File: config.mk
export PLATFORM = sky130hd
export DESIGN_NAME = game_over_check
export DESIGN_NICKNAME = d
export VERILOG_FILES = /design/src/rtl/game_over_check_pkg.sv /design/src/rtl/game_over_check.sv
export SDC_FILE = /design/constraint.sdc
export NUM_CORES = 1
export LEC_CHECK = 0
export CAP_MARGIN = 0
export CORE_MARGIN = 1
export CORE_UTILIZATION = 34
export DETAILED_ROUTE_END_ITERATION = 16
export PLACE_DENSITY = 0.55
export SLEW_MARGIN = 20
export SYNTH_ARGS = -nofsm -noshare
export SYNTH_HDL_FRONTEND = slang
export SYNTH_SLANG_ARGS = --single-unit
File: constraint.sdc
create_clock -name clk -period 1.9 [get_ports clk]
set_input_delay 0.19 -clock clk [delete_from_list [all_inputs] [get_ports clk]]
set_output_delay 0.19 -clock clk [all_outputs]
set_load 0.05 [all_outputs]
File: src/rtl/game_over_check_pkg.sv
// Shared definitions for the colour-flood game: board geometry, step budget,
// colour codes and the checker's state encoding.
package game_over_check_pkg;

    localparam int DEF_GRID_W    = 14;
    localparam int DEF_GRID_H    = 14;
    localparam int DEF_MAX_STEPS = 25;

    localparam logic [2:0] COL_BLUE  = 3'b001;
    localparam logic [2:0] COL_ROSE  = 3'b101;
    localparam logic [2:0] COL_CYAN  = 3'b011;
    localparam logic [2:0] COL_WHITE = 3'b111;

    typedef enum logic [1:0] {
        ST_IDLE = 2'd0,
        ST_SCAN = 2'd1,
        ST_DONE = 2'd2
    } state_t;

endpackage

File: src/rtl/game_over_check.sv
// Game-over checker: scans the board RAM once per check request and reports
// whether the board is uniform (win) or the step budget is used up (lose).
module game_over_check
    import game_over_check_pkg::*;
#(
    parameter int GRID_W    = DEF_GRID_W,
    parameter int GRID_H    = DEF_GRID_H,
    parameter int ADDR_W    = 8,
    parameter int STEP_W    = 5,
    parameter int MAX_STEPS = DEF_MAX_STEPS
) (
    input  logic              clk,
    input  logic              resetn,
    input  logic              clear,
    input  logic              check,
    input  logic [STEP_W-1:0] steps,
    output logic [ADDR_W-1:0] rd_addr,
    output logic              rd_en,
    input  logic [2:0]        rd_data,
    output logic              doneCheck,
    output logic              gameOver,
    output logic              win,
    output state_t            o_dbg_state
);

    localparam int                N          = GRID_W * GRID_H;
    localparam logic [ADDR_W-1:0] LAST_ADDR  = ADDR_W'(N - 1);
    localparam logic [STEP_W-1:0] STEP_LIMIT = STEP_W'(MAX_STEPS);

    state_t              r_state;
    logic [STEP_W-1:0]   r_steps;
    logic [2:0]          r_ref;
    logic [ADDR_W-1:0]   r_rd_addr;
    logic                r_rd_en;
    logic [ADDR_W-1:0]   r_cmp_addr;
    logic                r_cmp_vld;
    logic                r_done;
    logic                r_game_over;
    logic                r_win;

    wire w_cmp_first = (r_cmp_addr == '0);
    wire w_cmp_last  = (r_cmp_addr == LAST_ADDR);
    wire w_match     = (rd_data == r_ref);

    // r_cmp_addr/r_cmp_vld trail the address by one edge so they tag the word
    // the 1-cycle RAM is returning on rd_data right now.
    always_ff @(posedge clk or negedge resetn) begin
        if (!resetn) begin
            r_state     <= ST_IDLE;
            r_steps     <= '0;
            r_ref       <= '0;
            r_rd_addr   <= '0;
            r_rd_en     <= 1'b0;
            r_cmp_addr  <= '0;
            r_cmp_vld   <= 1'b0;
            r_done      <= 1'b0;
            r_game_over <= 1'b0;
            r_win       <= 1'b0;
        end else if (clear) begin
            r_state     <= ST_IDLE;
            r_rd_en     <= 1'b0;
            r_cmp_vld   <= 1'b0;
            r_done      <= 1'b0;
            r_game_over <= 1'b0;
            r_win       <= 1'b0;
        end else begin
            case (r_state)
                ST_IDLE: begin
                    r_done    <= 1'b0;
                    r_cmp_vld <= 1'b0;
                    if (check) begin
                        r_steps     <= steps;
                        r_rd_addr   <= '0;
                        r_rd_en     <= 1'b1;
                        r_game_over <= 1'b0;
                        r_win       <= 1'b0;
                        r_state     <= ST_SCAN;
                    end
                end
                ST_SCAN: begin
                    r_cmp_vld  <= r_rd_en;
                    r_cmp_addr <= r_rd_addr;
                    if (r_rd_en) begin
                        if (r_rd_addr == LAST_ADDR) r_rd_en <= 1'b0;
                        else r_rd_addr <= r_rd_addr + ADDR_W'(1);
                    end
                    if (r_cmp_vld) begin
                        if (w_cmp_first) r_ref <= rd_data;
                        if (!w_cmp_first && !w_match) begin
                            r_win       <= 1'b0;
                            r_game_over <= (r_steps >= STEP_LIMIT);
                            r_rd_en     <= 1'b0;
                            r_cmp_vld   <= 1'b0;
                            r_done      <= 1'b1;
                            r_state     <= ST_DONE;
                        end else if (w_cmp_last) begin
                            r_win       <= 1'b1;
                            r_game_over <= 1'b1;
                            r_rd_en     <= 1'b0;
                            r_cmp_vld   <= 1'b0;
                            r_done      <= 1'b1;
                            r_state     <= ST_DONE;
                        end
                    end
                end
                ST_DONE: begin
                    r_rd_en <= 1'b0;
                    if (!check) begin
                        r_done  <= 1'b0;
                        r_state <= ST_IDLE;
                    end
                end
                default: begin
                    r_rd_en <= 1'b0;
                    r_done  <= 1'b0;
                    r_state <= ST_IDLE;
                end
            endcase
        end
    end

    assign rd_addr     = r_rd_addr;
    assign rd_en       = r_rd_en;
    assign doneCheck   = r_done;
    assign gameOver    = r_game_over;
    assign win         = r_win;
    assign o_dbg_state = r_state;

endmodule

==> impl_metrics.yaml, run 1 <==
final_layout:
  utilization_pct: 45.49
  instances_no_fill: 234
  fillerInstances: 410
  multi_input_area_um2: 715.7
  layout.cells.most_common_list: "sky130_fd_sc_hd__dfrtp_1, sky130_fd_sc_hd__nand2_1, sky130_fd_sc_hd__clkdlybuf4s50_1, sky130_fd_sc_hd__nor2_1, sky130_fd_sc_hd__mux2_2"
  antennaDiodeCount: 0
  most_common_cell_after_layout_fill_and_taps_aside: "sky130_fd_sc_hd__dfrtp_1"
  final-seq-area_um2: 778.2
  fin_nets: 194
  layout-drive-gt1-share_pct: 17.58
  areaGrowthSynthToFinish_pct: 29.33
setup_path:
  worst_ep_required_time_ns: 1.71
  critical_path.max_stage_delay_ns: 0.86
  reg2reg_slack_ns: 0.17
  setup_cp_type: "reg2out"
  cpMaxStageDelayCell: "sky130_fd_sc_hd__clkdlybuf4s50_1"
  worst_ep_arrival_time_ns: 1.65
  ff2ff_path_depth: 5
  first_element_of_the_critical_path: "rd_addr[3]"
  path_delay_family: "buffers and inverters"
  critical_path.reg2reg.endpoint: "rd_addr[5]"
  rr_startpoint: "o_dbg_state[0]"
  critical_path.endpoint_type: "primary output"
  crit_fanout: 8
  worstPathCellList: "clkdlybuf4s50_1"
  timing.critical_path.buf_inv: 1
  crit_path_start_kind: "flip-flop"
min_path:
  hold_class: "in2async"
grt:
  antenna_found_initial: 0
  global_route.overflow_total: 0
  largest_net_degree_at_the_start_of_global_routing: 32
  number_of_global_route_vias_before_repair: 1267
  global_route_wire_length_before_repair_um: 6120
  global_route.usage.total_pct: 16.28
synth:
  netlist-cell-type-count: 40
  area_share_of_the_largest_cell_type_after_synthesis_pct: 50.65
  ys.warnings.count: 0
  ys_dominant_reg_cell: "sky130_fd_sc_hd__dfrtp_1"
  synthesis.area_um2: 1531
  syn_nets: 160
  synth_enable_flop_cells: 0
  synth_sequential_area_ratio_pct: 50.65
  netlist_top_cells_area: "sky130_fd_sc_hd__dfrtp_1, sky130_fd_sc_hd__mux2_2, sky130_fd_sc_hd__nand2_1"
  post_synth.cell_area_avg_um2: 10.42
  postSynthCellCount: 147
  ys_async_sr_fraction_pct: 100.0
  ys_seq_elements: 31
  synth_largest_area_cell: "sky130_fd_sc_hd__dfrtp_1"
placed_design:
  dp_hpwl_um: 2411
  placement.io_buffers: 25
  placed_cells_incl_taps: 226
  gpl.final_weighted_congestion: 0.7665
clocking:
  clkLatencyLatePin_ns: 0.28
  cts.repair_timing.setup_buffer_count: 0
  post_cts_hold_buffers: 0
  clk_pin_slew_ns: 0.06
  cts-buffers-inserted: 5
  bufs_on_longest_clock_path: 2
  clock_sinks: 31
  ctsRootBufferMaster: "sky130_fd_sc_hd__clkbuf_8"
  h-tree-depth: 2
  postCtsResizedCells: 0
  tritoncts: "yes"
routing:
  drt-vias-per-instance: 5.090
  detailedRoute.firstPassIterationCount: 4
  detail_route.wl_per_cell_um: 14.62
  finalWirelength_um: 3420
  drtAntennaViolNets: 0
  drt_drc_violations_left: 0
  wl_met3_um: 158
  via_count: 1191
  route.top_layer_used: "met4"
  wl_met1_um: 1566
  wl_met2_um: 1672
  drt_first_iter_violations: 53
pwr:
  power.static_leakage_nw: 0.8827
  vdd_drop_max_mv: 0.4177
  power.density_nw_per_um2: 809.7
  p_total_mw: 1.604
sta:
  setup_total_negative_slack_ns: 0
  relSlewSlack_pct: 66.21
  setup_viol_count_final: 0
  final.min_clock_period_ns: 1.836
  final-hold-violation-count: 0
  final.hold.worst_slack_ns: 0.3015
  rsz0062_at_grt: "no"
  max_freq_mhz: 544.7
  timing_worst_slew_pin_value_ns: 0.5053
  finalCritPeriodShare_pct: 96.63
  final.setup_skew_ns: 0.002481
  drv_slew: 0
die:
  number_of_ports_placed_on_the_die_boundary: 26
  dieWidth_um: 69.12
  core_area_um2: 4354
  start_util_pct: 35.17
  die-area_um2: 4777
  floorplan.die.height_um: 69.12
  placementRows: 24
flow_run:
  cap_violations: 0
outcome:
  outcome: "complete, no violations"
==> layer usage <==
metal | global-route usage [%] | vias to the layer above
li1 | - | 581
met1 | 21.13 | 569
met2 | 25.57 | 37
met3 | 5.409 | 4
met4 | 5.215 | 0
met5 | 0 | -
==> sequential cells by signal, indices dropped and copies added (netlist names) <==
name         flops
rd_en            1
gameOver         1
win              1
r_cmp_vld        1
o_dbg_state      2
r_cmp_addr       8
r_ref            3
doneCheck        1
rd_addr          8
r_steps          5
==> worst max path at each step <==
| stage | depth (start not counted) | endpoint | slack (ns) |
|---|---|---|---|
| floorplan | 5 | rd_addr[4] | 0.008 |
| finish | 1 | rd_addr[3] | 0.06 |
| CTS | 1 | o_dbg_state[1] | 0.05 |
| global placement | 5 | rd_addr[4] | -0.03 |
| global route | 1 | o_dbg_state[1] | 0.002 |
| detailed placement | 6 | rd_addr[5] | -0.12 |
==> per-stage QoR <==
stage | setup WS [ns] | instance area [µm²]
after floorplan | 0.007508 | 1534
after global placement | -0.03442 | 1877
after detailed placement | -0.1173 | 1877
after CTS | 0.05131 | 1977
after global routing | 0.002401 | 1981
final | 0.06400 | 1981
==> synthesized netlist by cell type, types with 2 or more instances <==
| master | instances |
|---|---|
| sky130_fd_sc_hd__mux2_2 | 10 |
| sky130_fd_sc_hd__o21ai_0 | 5 |
| sky130_fd_sc_hd__nor4_1 | 4 |
| sky130_fd_sc_hd__inv_1 | 5 |
| sky130_fd_sc_hd__xor2_1 | 3 |
| sky130_fd_sc_hd__dfrtp_1 | 31 |
| sky130_fd_sc_hd__a21oi_1 | 4 |
| sky130_fd_sc_hd__xnor2_1 | 5 |
| sky130_fd_sc_hd__nor3_1 | 4 |
| sky130_fd_sc_hd__a31o_1 | 2 |
| sky130_fd_sc_hd__clkbuf_1 | 2 |
| sky130_fd_sc_hd__nand2_1 | 28 |
| sky130_fd_sc_hd__and2_1 | 2 |
| sky130_fd_sc_hd__and3_1 | 3 |
| sky130_fd_sc_hd__buf_2 | 2 |
| sky130_fd_sc_hd__nand3_1 | 4 |
| sky130_fd_sc_hd__nor2_1 | 10 |
==> kinds of logic after synthesis <==
group	Yosys count	synth area share (%)
adders and majority gates	1	0.8169
buffers and inverters	10	2.860
and+or+nand+nor	64	22.47
AOI/OAI and AO/OA	22	10.62
muxes	11	8.007
DFF	31	50.65
xor gates and xnor gates	8	4.575
==> area by class of cell <==
class                   instances  share of cell area [%]
inverters                       5                  0.9476
repair buffers                 32                   15.29
multi-input cells             106                   36.13
clock buffers                   8                   5.054
flip-flops and latches         31                   39.29
well taps                      52                   3.285
==> report_power, final <==
| part | switching, mW | internal [mW] | total, mW |
|---|---|---|---|
| Combinational | 0.157 | 0.121 | 0.277 |
| Clock | 0.235 | 0.330 | 0.565 |
| Sequential | 0.0489 | 0.713 | 0.762 |
(Power assumes the default switching activity.)
==> inputs of run 2 (changes only) <==
--- a/config.mk
+++ b/config.mk
@@ -8,6 +8,7 @@
 export CAP_MARGIN = 0
 export CORE_MARGIN = 1
 export CORE_UTILIZATION = 34
+export CTS_CLUSTER_SIZE = 20
 export DETAILED_ROUTE_END_ITERATION = 16
 export PLACE_DENSITY = 0.55
 export SLEW_MARGIN = 20
==> results of run 2 <==
The final DEF is identical to that of run 1; final timing and power are the same.
==> RTL edit: new RTL, flow settings as in run 2 <==
Reset style: synchronous (`resetn`), changed in one clocked block.
--- a/src/rtl/game_over_check.sv
+++ b/src/rtl/game_over_check.sv
@@ -46,3 +46,3 @@
     // the 1-cycle RAM is returning on rd_data right now.
-    always_ff @(posedge clk or negedge resetn) begin
+    always_ff @(posedge clk) begin
         if (!resetn) begin
Behaviour: differs if resetn is asserted again (counterexample within 4 cycles, from zero or initial values and one cycle with resetn low); with resetn held inactive, the same outputs for 10 cycles.
==> RTL edit against run 2 <==
Routed wire length rose by 5.4%. Register-to-register slack worse by 40 ps. Critical path type unchanged. Via count up 10%. Area after synthesis decreased by 2.5%. Sequential cell count is the same. Setup slack better by 45 ps. Final area stayed put. Critical endpoint is now o_dbg_state[1].
Power is not compared: it rests on default switching activity, and its combinational part moved more than twofold at a synthesized area within 25%.
==> RTL edit: results <==
outcome:
  outcome: "finished, final reports clean"
timing:
  finClkSkew_ps: 5.64
  max_slew_margin_pct: 66.7
  fin_worst_hold_slack_ps: 463
routing:
  first_iter_violations: 45
  met2WireLength_mm: 1.74
  met1_length_mm: 1.70
  wire_per_inst_um: 14.2
  met3_length_um: 116
synthesis:
  yosysWarnings: 0
  synth.distinct_cells: 41
  syn-num-nets: 179
  ys_seq_area_share_pct: 41.6
  ys_top_cells_by_count: "dfxtp_1, nand2_1, nor2_1, nor2b_1, mux2i_1"
  synthTopCellsByArea: "dfxtp_1, mux2i_1, nor2b_1"
  async_flop_share_pct: 0
min_path:
  whs_path_depth: 2
  hp-class: "flip-flop to flip-flop"
global_route:
  grt_usage_pct: 17.9
  grt_max_degree: 20
  grt_pass1_vias: 1317
  grt_pass1_wl_mm: 5.96
  antenna_found_initial: 0
critical_path:
  reg2reg_from: "r_cmp_addr[3]$_SDFFE_PN0P_"
  critical_path.startpoint: "o_dbg_state[1]$_SDFFE_PP0P_"
  rrSetupSlack_ps: 130
  r2r-end: "gameOver$_SDFFE_PP0P_"
  cp-endpoint: "o_dbg_state[1]"
  arrival_ps: 1600
placement:
  globalplace.congestion: 0.786
  hpwlAfterDp_mm: 2.64
clocking:
  htree_levels: 2
final_layout:
  drive_above_1_share_pct: 17.2
  nNetsFinal: 216
RTL edit: cell count changes after synthesis, moves of 8 or more:
cell,before,now
a21boi_0,0,8
dfrtp_1,31,0
dfxtp_1,0,31
mux2_2,10,0
mux2i_1,1,10
nand2_1,28,15
nor2b_1,1,11
RTL edit: kinds of logic (layout without fill, tap and decap cells):
logic type,Yosys count,count (layout),synth area share [%]
adders and majority gates,1,1,0.838
AOI/OAI and AO/OA,45,45,22.8
buffers and inverters,12,50,3.02
and+or+nand+nor,60,60,21.0
DFF,31,31,41.6
xor gates and xnor gates,7,7,4.11
muxes,10,10,6.71
RTL edit: what timing repair did:
item / 4_1_cts / 5_1_grt
endpoints found under the setup margin: 0 / 1
gates resized for setup: 0 / 0
hold buffers: 0 / 0
RTL edit: metrics by stage:
stage	instance area, um2	cells	setup slack, ps	util, %
6_report	1980	254	109	48.1
5_1_grt	1980	254	28.3	48.1
4_1_cts	1980	254	19.4	48.1
3_5_place_dp	1890	246	24.0	45.9
3_3_place_gp	1890	246	101	45.9
2_1_floorplan	1520	166	4.41	-
RTL edit: area by class of cell:
cell class | instances | area [um2]
tap | 50 | 62.6
fill | 397 | 2130
timing repair buffer | 37 | 335
clock buffer | 7 | 86.3
sequential | 31 | 633
clock inverter | 1 | 5.00
inverter | 5 | 18.8
multi-input combinational | 123 | 840
RTL edit: metal layers:
| metal | track usage, % | vias to the layer above |
|---|---|---|
| met5 | 0 | - |
| met4 | 6.77 | 0 |
| met3 | 6.00 | 5 |
| met2 | 29.5 | 20 |
| met1 | 21.2 | 617 |
| li1 | - | 668 |
RTL edit: where the power goes:
group	total, mW	internal [mW]	leakage (nW)	switching (mW)
Clock	0.535	0.292	0.0482	0.244
Combinational	0.138	0.0672	0.404	0.0712
Sequential	0.664	0.656	0.254	0.00793
